File: src/rtl/histogram_pkg.sv
// Shared definitions for the histogram datapath: line geometry, bin slice
// positions within a 128-bit line, and the CDF writer state encoding.
package histogram_pkg;

    localparam int unsigned BINS_PER_LINE = 4;
    localparam int unsigned BIN_WIDTH     = 32;
    localparam int unsigned LINE_WIDTH    = 128;
    localparam int unsigned NUM_LINES     = 64;

    // Bin 4k+0 occupies the most significant word of line k.
    localparam int unsigned BIN0_LSB = 96;
    localparam int unsigned BIN1_LSB = 64;
    localparam int unsigned BIN2_LSB = 32;
    localparam int unsigned BIN3_LSB = 0;
    localparam int unsigned BIN0_MSB = BIN0_LSB + BIN_WIDTH - 1;
    localparam int unsigned BIN1_MSB = BIN1_LSB + BIN_WIDTH - 1;
    localparam int unsigned BIN2_MSB = BIN2_LSB + BIN_WIDTH - 1;
    localparam int unsigned BIN3_MSB = BIN3_LSB + BIN_WIDTH - 1;

    typedef enum logic [1:0] {
        ST_IDLE,
        ST_READ,
        ST_DRAIN,
        ST_DONE
    } cdf_state_t;

endpackage

File: src/rtl/histogram_cdf_writer_if.sv
// Memory-side bus of the CDF writer: scratch read port and output write port.
interface histogram_cdf_writer_if;
    import histogram_pkg::*;

    logic [15:0]           scratch_memory_address_pointer;
    logic [LINE_WIDTH-1:0] scratch_memory_rdata;
    logic                  output_memory_write_enable;
    logic [15:0]           output_memory_address;
    logic [LINE_WIDTH-1:0] output_memory_wdata;

    modport master (
        output scratch_memory_address_pointer,
        input  scratch_memory_rdata,
        output output_memory_write_enable,
        output output_memory_address,
        output output_memory_wdata
    );

    modport slave (
        input  scratch_memory_address_pointer,
        output scratch_memory_rdata,
        input  output_memory_write_enable,
        input  output_memory_address,
        input  output_memory_wdata
    );

endinterface

File: src/rtl/histogram_line_prefix_sum.sv
// Running prefix sum across the four bins of one line, seeded by carry_in.
module histogram_line_prefix_sum
    import histogram_pkg::*;
(
    input  logic [LINE_WIDTH-1:0] line_in,
    input  logic [BIN_WIDTH-1:0]  carry_in,
    output logic [LINE_WIDTH-1:0] cdf_line,
    output logic [BIN_WIDTH-1:0]  carry_out
);

    logic [BIN_WIDTH-1:0] c0, c1, c2, c3;

    // Chained 32-bit adds, wrapping modulo 2^32.
    always_comb begin
        c0        = carry_in + line_in[BIN0_MSB:BIN0_LSB];
        c1        = c0 + line_in[BIN1_MSB:BIN1_LSB];
        c2        = c1 + line_in[BIN2_MSB:BIN2_LSB];
        c3        = c2 + line_in[BIN3_MSB:BIN3_LSB];
        cdf_line  = {c0, c1, c2, c3};
        carry_out = c3;
    end

endmodule

File: src/rtl/histogram_cdf_writer.sv
// Reads the histogram scratch lines in order, writes the cumulative
// distribution to output memory and reports the final total.
module histogram_cdf_writer #(
    parameter int unsigned NUM_LINES        = histogram_pkg::NUM_LINES,
    parameter logic [15:0] OUT_BASE_ADDRESS = 16'd0
) (
    input  logic                   clock,
    input  logic                   reset,
    input  logic                   start,
    histogram_cdf_writer_if.master mem,
    output logic                   busy,
    output logic                   done,
    output logic [31:0]            total_count
);
    import histogram_pkg::*;

    localparam logic [15:0] LAST_ADDRESS = 16'(NUM_LINES - 1);

    cdf_state_t            state;
    logic                  rd_valid;
    logic [15:0]           wr_index;
    logic [BIN_WIDTH-1:0]  run;
    logic [LINE_WIDTH-1:0] cdf_line;
    logic [BIN_WIDTH-1:0]  carry_out;

    histogram_line_prefix_sum u_prefix_sum (
        .line_in   (mem.scratch_memory_rdata),
        .carry_in  (run),
        .cdf_line  (cdf_line),
        .carry_out (carry_out)
    );

    // Control FSM plus the registered prefix-sum write stage.
    always_ff @(posedge clock) begin
        if (reset) begin
            state                              <= ST_IDLE;
            rd_valid                           <= 1'b0;
            wr_index                           <= '0;
            run                                <= '0;
            busy                               <= 1'b0;
            done                               <= 1'b0;
            total_count                        <= '0;
            mem.scratch_memory_address_pointer <= '0;
            mem.output_memory_write_enable     <= 1'b0;
            mem.output_memory_address          <= '0;
            mem.output_memory_wdata            <= '0;
        end else begin
            done                           <= 1'b0;
            mem.output_memory_write_enable <= 1'b0;
            // Read data lags the address by one cycle.
            rd_valid                       <= (state == ST_READ);

            if (rd_valid) begin
                mem.output_memory_write_enable <= 1'b1;
                mem.output_memory_wdata        <= cdf_line;
                mem.output_memory_address      <= OUT_BASE_ADDRESS + wr_index;
                wr_index                       <= wr_index + 16'd1;
                run                            <= carry_out;
            end

            case (state)
                ST_IDLE: begin
                    if (start) begin
                        state                              <= ST_READ;
                        mem.scratch_memory_address_pointer <= '0;
                        run                                <= '0;
                        wr_index                           <= '0;
                        total_count                        <= '0;
                        busy                               <= 1'b1;
                    end
                end
                ST_READ: begin
                    if (mem.scratch_memory_address_pointer == LAST_ADDRESS) begin
                        state <= ST_DRAIN;
                    end else begin
                        mem.scratch_memory_address_pointer <=
                            mem.scratch_memory_address_pointer + 16'd1;
                    end
                end
                ST_DRAIN: begin
                    // The final line has been summed once rd_valid drops; its
                    // write is registered this same cycle.
                    if (!rd_valid) begin
                        state       <= ST_DONE;
                        done        <= 1'b1;
                        busy        <= 1'b0;
                        total_count <= run;
                    end
                end
                ST_DONE: begin
                    state <= ST_IDLE;
                end
                default: begin
                    state <= ST_IDLE;
                end
            endcase
        end
    end

endmodule

File: src/flat_wrapper.sv
// flat-port wrapper written by rule: the top's interface ports become plain ports
module histogram_cdf_writer_flat import histogram_pkg::*;
#(
    parameter int unsigned NUM_LINES        = histogram_pkg::NUM_LINES,
    parameter logic [15:0] OUT_BASE_ADDRESS = 16'd0
)
  (clock, reset, start, busy, done, total_count, mem_scratch_memory_address_pointer, mem_scratch_memory_rdata, mem_output_memory_write_enable, mem_output_memory_address, mem_output_memory_wdata);
  histogram_cdf_writer_if mem_i ();
  input  logic clock;
  input  logic reset;
  input  logic start;
  output logic busy;
  output logic done;
  output logic [31:0] total_count;
  output wire logic [$bits(mem_i.scratch_memory_address_pointer)-1:0] mem_scratch_memory_address_pointer;
  input wire logic [$bits(mem_i.scratch_memory_rdata)-1:0] mem_scratch_memory_rdata;
  output wire logic [$bits(mem_i.output_memory_write_enable)-1:0] mem_output_memory_write_enable;
  output wire logic [$bits(mem_i.output_memory_address)-1:0] mem_output_memory_address;
  output wire logic [$bits(mem_i.output_memory_wdata)-1:0] mem_output_memory_wdata;
  assign mem_scratch_memory_address_pointer = mem_i.scratch_memory_address_pointer;
  assign mem_i.scratch_memory_rdata = mem_scratch_memory_rdata;
  assign mem_output_memory_write_enable = mem_i.output_memory_write_enable;
  assign mem_output_memory_address = mem_i.output_memory_address;
  assign mem_output_memory_wdata = mem_i.output_memory_wdata;
  histogram_cdf_writer #(.NUM_LINES(NUM_LINES), .OUT_BASE_ADDRESS(OUT_BASE_ADDRESS)) u_core (.clock(clock), .reset(reset), .start(start), .mem(mem_i), .busy(busy), .done(done), .total_count(total_count));
endmodule
File: config.mk
export PLATFORM = sky130hd
export DESIGN_NAME = histogram_cdf_writer_flat
export DESIGN_NICKNAME = d
export VERILOG_FILES = /design/src/rtl/histogram_pkg.sv /design/src/rtl/histogram_cdf_writer_if.sv /design/src/rtl/histogram_line_prefix_sum.sv /design/src/rtl/histogram_cdf_writer.sv /design/src/flat_wrapper.sv
export SDC_FILE = /design/constraint.sdc
export NUM_CORES = 1
export LEC_CHECK = 0
export ABC_AREA = 1
export ABC_CLOCK_PERIOD_IN_PS = 20200
export CAP_MARGIN = 20
export CORE_MARGIN = 1.5
export CORE_UTILIZATION = 30
export CTS_BUF_LIST = sky130_fd_sc_hd__clkbuf_4
export CTS_CLUSTER_SIZE = 24
export DETAILED_ROUTE_END_ITERATION = 10
export GPL_TIMING_DRIVEN = 0
export PLACE_DENSITY_LB_ADDON = 0.1
export SLEW_MARGIN = 0
export SYNTH_ARGS = -nofsm -noshare
export SYNTH_HDL_FRONTEND = slang
export SYNTH_SLANG_ARGS = --single-unit
File: constraint.sdc
create_clock -name clock -period 20.2 [get_ports clock]
set_input_delay 4.04 -clock clock [delete_from_list [all_inputs] [get_ports clock]]
set_output_delay 4.04 -clock clock [all_outputs]
set_load 0.01 [all_outputs]
## Word level (Yosys, flattened, before mapping)

Index checks and enable logic that the tools add are counted.

- Add/subtract/negate cells: 6
- Equality and inequality tests: 8
- Multiplexer cells: 21
- Bitwise operators: 1
- Reductions and logical operators: 7

Operator list:

| kind | number |
|---|---|
| 32-bit 2-to-1 mux | 5 |
| 32-bit adder | 4 |
| 16-bit 2-to-1 mux | 5 |
| 32-bit case mux with 2 select lines | 1 |
| 16-bit by 1-bit adder with 16-bit output (second input constant) | 2 |
| 16-bit case mux with 2 select lines | 1 |
| 16-bit by 6-bit equality test with 1-bit output (second input constant) | 1 |
| 3-bit AND reduction | 3 |
| 2-bit != test (second input constant) | 4 |
| 2-bit case mux with 4 select lines | 1 |
| 2-bit 2-to-1 mux | 3 |
| 2-bit equality test (second input constant) | 2 |
| 1-bit 2-to-1 mux | 4 |
| 2-bit nonzero test | 2 |
| 2-bit by 1-bit equality test with 1-bit output (second input constant) | 1 |
| 2-bit logical NOT | 1 |
| 1-bit case mux with 2 select lines | 1 |
| 2-bit OR reduction | 1 |
| 1-bit NOT | 1 |

- Register bits after elaboration: 246
- Input bits: 131

## Logic depth before layout (Yosys ltp)

- Depth after elaboration: 7
- Mapped depth: 45

## Cells and area by module

From an unflattened synthesis, not the netlist that was laid out.

- Cell total of the unflattened synthesis: 2344
- Area, all modules: 16081.7 sq um

By module, submodules not included:

| module | times used | cells an instance | area an instance (sq um) | seq. area each (sq um) |
|---|---|---|---|---|
| histogram_cdf_writer | 1 | 1242 | 9290.2 | 4924.7 |
| histogram_line_prefix_sum | 1 | 1102 | 6791.5 | 0.0 |

## Worst setup path before layout

OpenSTA, ideal clock, no wires.

- Kind: input port to flip-flop
- From: in mem_scratch_memory_rdata[99]
- To: reg u_core.run[31]
- Arrival time: 9.323 ns
- Required time: 20.068 ns
- Setup slack: 10.745 ns
- Stages on the path: 40
- Path buffers: 0
- Cell sequence: ha_1 > a21oi_1 > o21ai_1 > nand2_1 > o211ai_1 > a31oi_1 > o21ai_1 > nand3_1 > nand2_1 > xor2_1 > ha_1 > nand2_1 > nor4_1 > nand4_1 > nand3_1 > nand2_1 > o211ai_1 > xor2_1 > (+4 left out) > nor2_1 > inv_1 > nor4_1 > o21ai_0 > o211ai_1 > a21oi_1 > xor2_1 > ha_1 > inv_1 > nor2_1 > nor2_1 > nor2_1 > nor4_1 > nand3b_1 > nand2_1 > nand3_1 > nand3_2 > a21oi_1

- Cells in the longest elaborated chain, start to end: 7

RTL lines:

| item | RTL line | RTL |
|---|---|---|
| from (decl) | flat_wrapper.sv:16 | `input wire logic [$bits(mem_i.scratch_memory_rdata)-1:0] mem_scratch_memory_rdata;` |
| 32-bit adder * | histogram_line_prefix_sum.sv:15 | `c0 = carry_in + line_in[BIN0_MSB:BIN0_LSB];` |
| named net u_core.cdf_line[110] | histogram_cdf_writer.sv:23 | `logic [LINE_WIDTH-1:0] cdf_line;` |
| 32-bit adder * | histogram_line_prefix_sum.sv:16 | `c1 = c0 + line_in[BIN1_MSB:BIN1_LSB];` |
| named net u_core.cdf_line[86] | histogram_cdf_writer.sv:23 |  |
| 32-bit adder * | histogram_line_prefix_sum.sv:17 | `c2 = c1 + line_in[BIN2_MSB:BIN2_LSB];` |
| named net u_core.cdf_line[61] | histogram_cdf_writer.sv:23 |  |
| 32-bit adder * | histogram_line_prefix_sum.sv:18 | `c3 = c2 + line_in[BIN3_MSB:BIN3_LSB];` |
| 32-bit 2-to-1 mux * | histogram_cdf_writer.sv:53 | `if (rd_valid) begin` |
| 32-bit 2-to-1 mux | histogram_cdf_writer.sv:63 | `if (start) begin` |
| 32-bit 2-to-1 mux * | histogram_cdf_writer.sv:61 | `case (state)` |
| to (signal assigned) | histogram_cdf_writer.sv:58 | `run <= carry_out;` |
| to (decl) | histogram_cdf_writer.sv:22 | `logic [BIN_WIDTH-1:0] run;` |

The timed path passes the listed nets; every way through them passes the cells marked *.
A chain may end at the register's enable or synchronous reset.

## Worst setup path in the final report

- From: in mem_scratch_memory_rdata[104]
- To: reg u_core.mem.output_memory_wdata[31]

- Cells in the longest elaborated chain, start to end: 4

RTL lines:

| item | RTL line | RTL |
|---|---|---|
| 32-bit adder | histogram_line_prefix_sum.sv:15 |  |
| named net u_core.cdf_line[110] | histogram_cdf_writer.sv:23 |  |
| 32-bit adder | histogram_line_prefix_sum.sv:16 |  |
| named net u_core.cdf_line[88] | histogram_cdf_writer.sv:23 |  |
| 32-bit adder | histogram_line_prefix_sum.sv:17 |  |
| named net u_core.cdf_line[61] | histogram_cdf_writer.sv:23 |  |
| 32-bit adder | histogram_line_prefix_sum.sv:18 |  |
| to (signal assigned) | histogram_cdf_writer.sv:55 | `mem.output_memory_wdata <= cdf_line;` |
| to (decl) | histogram_cdf_writer_if.sv:16 | `output output_memory_wdata` |

The timed path passes the listed nets, and every way through them passes these cells.

==> results <==
- The flow ran to the end, and the final reports show no timing, DRC or antenna violations.
- The post-cts hold buffer count is 0.
- The final core utilization is 0.405.
- The overall die area is about 0.053 mm^2.
- The critical path is of the in2reg type.
- In the routed design, unresolved DRC markers number 0.
- Routability-driven placement finished with a final weighted congestion of a little over 0.9.
- Setup repair after global routing left no endpoint under its margin.
- The area added between synthesis and finish is 32.7%.
- For this run, the post-layout net count is 2906.
- The clock latency on the worst-skew pair is 0.82 ns.
- The largest buffer count on any clock path is 3.
- The setup-violating endpoint count in the final report is 0.
- Sorting the synthesized cells by area gives the leading types as sky130_fd_sc_hd__dfxtp_1 (32%), sky130_fd_sc_hd__ha_1 (11%), sky130_fd_sc_hd__a21oi_1 (9.7%), sky130_fd_sc_hd__nand2_1 (9.2%), sky130_fd_sc_hd__nor2_1 (7.5%).
- For the pin with the worst max-slew slack, the measured transition is 1.14 ns.
- The total detailed-routing wirelength is 64.7 mm.
- The number of nets in the synthesized netlist is about 2.5k.
- The data arrival at the endpoint of the critical path is between 10 and 15 ns.
- The number of non-filler instances in the completed layout is between 3k and 4k.
- The average wire length per cell after detail routing is roughly 19 um.
- The Yosys step of the flow raised 0 warnings.
- The tightest min-delay check is of the reg2reg type.
- Clock-pin slew was measured on the worst setup and hold paths at ~0.060 ns.
- In this run the core area contains approximately 80 standard-cell rows.
- The total count of max-transition violations in the final report is 0.
- The number of hold violations in the final report is 0.
- The sort of element at the start of the critical path is an input pin.
- In this run, synthesis inferred 0 flip-flops with an integrated enable.
- The final route contains 16.4k vias.
- The part of the cycle the worst path needs is 0.565.
- The cell taking the most area after synthesis is sky130_fd_sc_hd__dfxtp_1.
- The number of buffer cells added on primary ports is 325.
- Across the routed clock network, the largest skew measured is 0.0346 ns.
- In the synthesized netlist, the cells that appear most often are sky130_fd_sc_hd__nand2_1 (376), sky130_fd_sc_hd__nor2_1 (306), sky130_fd_sc_hd__a21oi_1 (298), sky130_fd_sc_hd__dfxtp_1 (246), sky130_fd_sc_hd__inv_1 (231).
- The share of async-settable or async-resettable flops after synthesis is 0.
- For this design, the sink count on the clock tree is 246.
- The number of vias per cell after detailed routing is around 4.9.
- The post-synthesis sequential element count is around 250.
- The root buffer cell chosen for the clock tree is sky130_fd_sc_hd__clkbuf_4.
- The most prevalent standard cell on the critical path is sky130_fd_sc_hd__nand2_1.
- The first global-routing pass estimated around 96 mm of wire.
- Once detail routing completed, the nets flagged for antenna violations numbered 0.
- The floorplan step defined a core boundary enclosing a little over 0.05 mm^2.
- The critical-path maximum fanout is 6.
- After clock tree synthesis, the setup repair step added 0 buffers.
- The number of global-route vias before repair is approximately 16k.
- The number of different library cells in the post-synthesis netlist is 48.
- The detailed-routing iteration count for the pre-antenna-repair pass is 5.
- The area fraction of the dominant cell type after synthesis is 0.320.
- The number of resized instances in the post-cts repair step is 0.
- The die is 229 um tall.
- approximately 330 I/O pins were placed.
- The synthesized netlist cell count is about 2.2k.
- The most used flip-flop cell after synthesis is sky130_fd_sc_hd__dfxtp_1.
- Of the synthesized area, sequential elements account for 0.320.
- The first routing iteration left approximately 1.1k violations.
- The H-tree generated during clock tree synthesis spans 3 levels.
- The peak per-stage delay on the critical path is around 0.50 ns.
- The netlist area before placement is between 0.015 and 0.02 mm^2.
- Summed over all nets, the half-perimeter wirelength after detailed placement is between 50 and 60 mm.
- The number of buffers added by the clock tree synthesis step is 76.
- The cell with the most instances after synthesis is sky130_fd_sc_hd__nand2_1.
- The die is between 200 and 250 um wide.
- The largest net degree at the start of global routing is 12.
- The worst setup path is captured at a register.
- The slowest library cell on the worst path is sky130_fd_sc_hd__clkdlybuf4s50_1.
- The final critical path time including I/O delays and setup is 11.41 ns.
- In this run the tightest slew margin relative to its limit is 0.238.
- The initial utilization of the core area, before any placement, comes to 0.305.
- Max-cap violations in this run came to 0.
- After global routing the overflow that remains totals 0.
- The share of post-route cells with drive strength above 1 is 0.0576.
- Data on the critical path is required at its endpoint by ~21 ns.
- For the final routed database, the setup TNS stands at 0 ns.
- The average footprint of a synthesized cell is about 6.9 um^2.
- The instance count after placement with tap cells included is approximately 3.2k.
- TritonCTS built the clock tree.
- The initial antenna violation count was 7.
- In the global route stage, overall resource usage came out at 0.242.
- The maximum clock frequency is 87.7 MHz.
[final timing paths]
kind / end / start / cells past startpoint / slack, ns
setup / recovery: u_core.mem.output_memory_wdata[31] / mem_scratch_memory_rdata[104] / 40 / 8.79
hold / removal: u_core.total_count[31] / u_core.total_count[31] / 2 / 0.46
setup reg to reg: u_core.mem.output_memory_wdata[31] / u_core.run[3] / 42 / 12.17
hold reg to reg: u_core.total_count[31] / u_core.total_count[31] / 2 / 0.46
[flip-flops by register name, summed over array words and instances, names as in the netlist]
name,cells
u_core.mem.output_memory_wdata,128
u_core.rd_valid,1
u_core.wr_index,16
u_core.busy,1
u_core.mem.output_memory_write_enable,1
u_core.mem.scratch_memory_address_pointer,16
u_core.total_count,32
u_core.run,32
u_core.done,1
u_core.state,2
u_core.mem.output_memory_address,16
[cells in the final DEF, fill, tap and decap left out, types with 5 or more instances in the layout]
cell type                           n
sky130_fd_sc_hd__a211oi_1           6
sky130_fd_sc_hd__a21o_1            10
sky130_fd_sc_hd__a21oi_1          298
sky130_fd_sc_hd__a21oi_2            5
sky130_fd_sc_hd__a31oi_1           17
sky130_fd_sc_hd__buf_1             11
sky130_fd_sc_hd__clkbuf_1          58
sky130_fd_sc_hd__clkbuf_4         103
sky130_fd_sc_hd__clkdlybuf4s50_1  325
sky130_fd_sc_hd__clkinv_1           9
sky130_fd_sc_hd__dfxtp_1          246
sky130_fd_sc_hd__diode_2            6
sky130_fd_sc_hd__ha_1             139
sky130_fd_sc_hd__inv_1            231
sky130_fd_sc_hd__inv_2              8
sky130_fd_sc_hd__nand2_1          376
sky130_fd_sc_hd__nand2_2           12
sky130_fd_sc_hd__nand3_1           86
sky130_fd_sc_hd__nand3_2            6
sky130_fd_sc_hd__nand4_1           20
sky130_fd_sc_hd__nor2_1           306
sky130_fd_sc_hd__nor2_2             5
sky130_fd_sc_hd__nor3_1            20
sky130_fd_sc_hd__nor4_1            11
sky130_fd_sc_hd__o211ai_1          15
sky130_fd_sc_hd__o21ai_0          188
sky130_fd_sc_hd__o21ai_1           21
sky130_fd_sc_hd__o21bai_1           5
sky130_fd_sc_hd__xnor2_1           28
sky130_fd_sc_hd__xor2_1            65
[metrics by stage]
| step | setup WS (ns) | hold WS (ns) | cell area, um^2 |
|---|---|---|---|
| floorplan | 10.74 | 0.448 | 15400 |
| global placement | 8.21 | 0.455 | 19500 |
| detailed placement | 8.24 | 0.455 | 19500 |
| CTS | 9.04 | 0.464 | 20400 |
| global route | 8.37 | 0.468 | 20400 |
| finish | 8.79 | 0.461 | 20400 |
[per-layer routing]
metal | GRT usage | vias to the layer above | wire [um]
li1 | - | 8284 | -
met3 | 0.0512 | 88 | 3640
met1 | 0.322 | 7555 | 30100
met5 | 0 | - | 24
met4 | 0.0668 | 4 | 1480
met2 | 0.395 | 485 | 29500
[worst max-delay path: cells and delay by family]
family | cells | cell delay [ns]
AO/OA/AOI/OAI | 8 | 1.65
buffers and inverters | 3 | 0.71
AND/OR/NAND/NOR | 22 | 3.20
XOR/XNOR | 3 | 1.06
adder cells (fa/ha/maj) | 4 | 1.45
[cell type report]
class	count	area (um^2)
well taps	672	841
clock inverters	16	128
plain buffers	70	267
multi-input cells	1673	9280
inverters	239	897
clock buffers	103	773
repair buffers	326	3270
flip-flops and latches	246	4920
fillers	5350	30000
diodes	6	15.0
[kinds of logic after synthesis]
family	count (synthesis)	share of synthesized area
fa+ha+maj	143	0.118
compound gates	580	0.201
xor+xnor	93	0.0530
simple gates	857	0.232
buf+inv	309	0.0757
flops	246	0.320
Power is not shown: default switching activity piles up to over one toggle a cycle in this logic, so the estimate is an artifact.
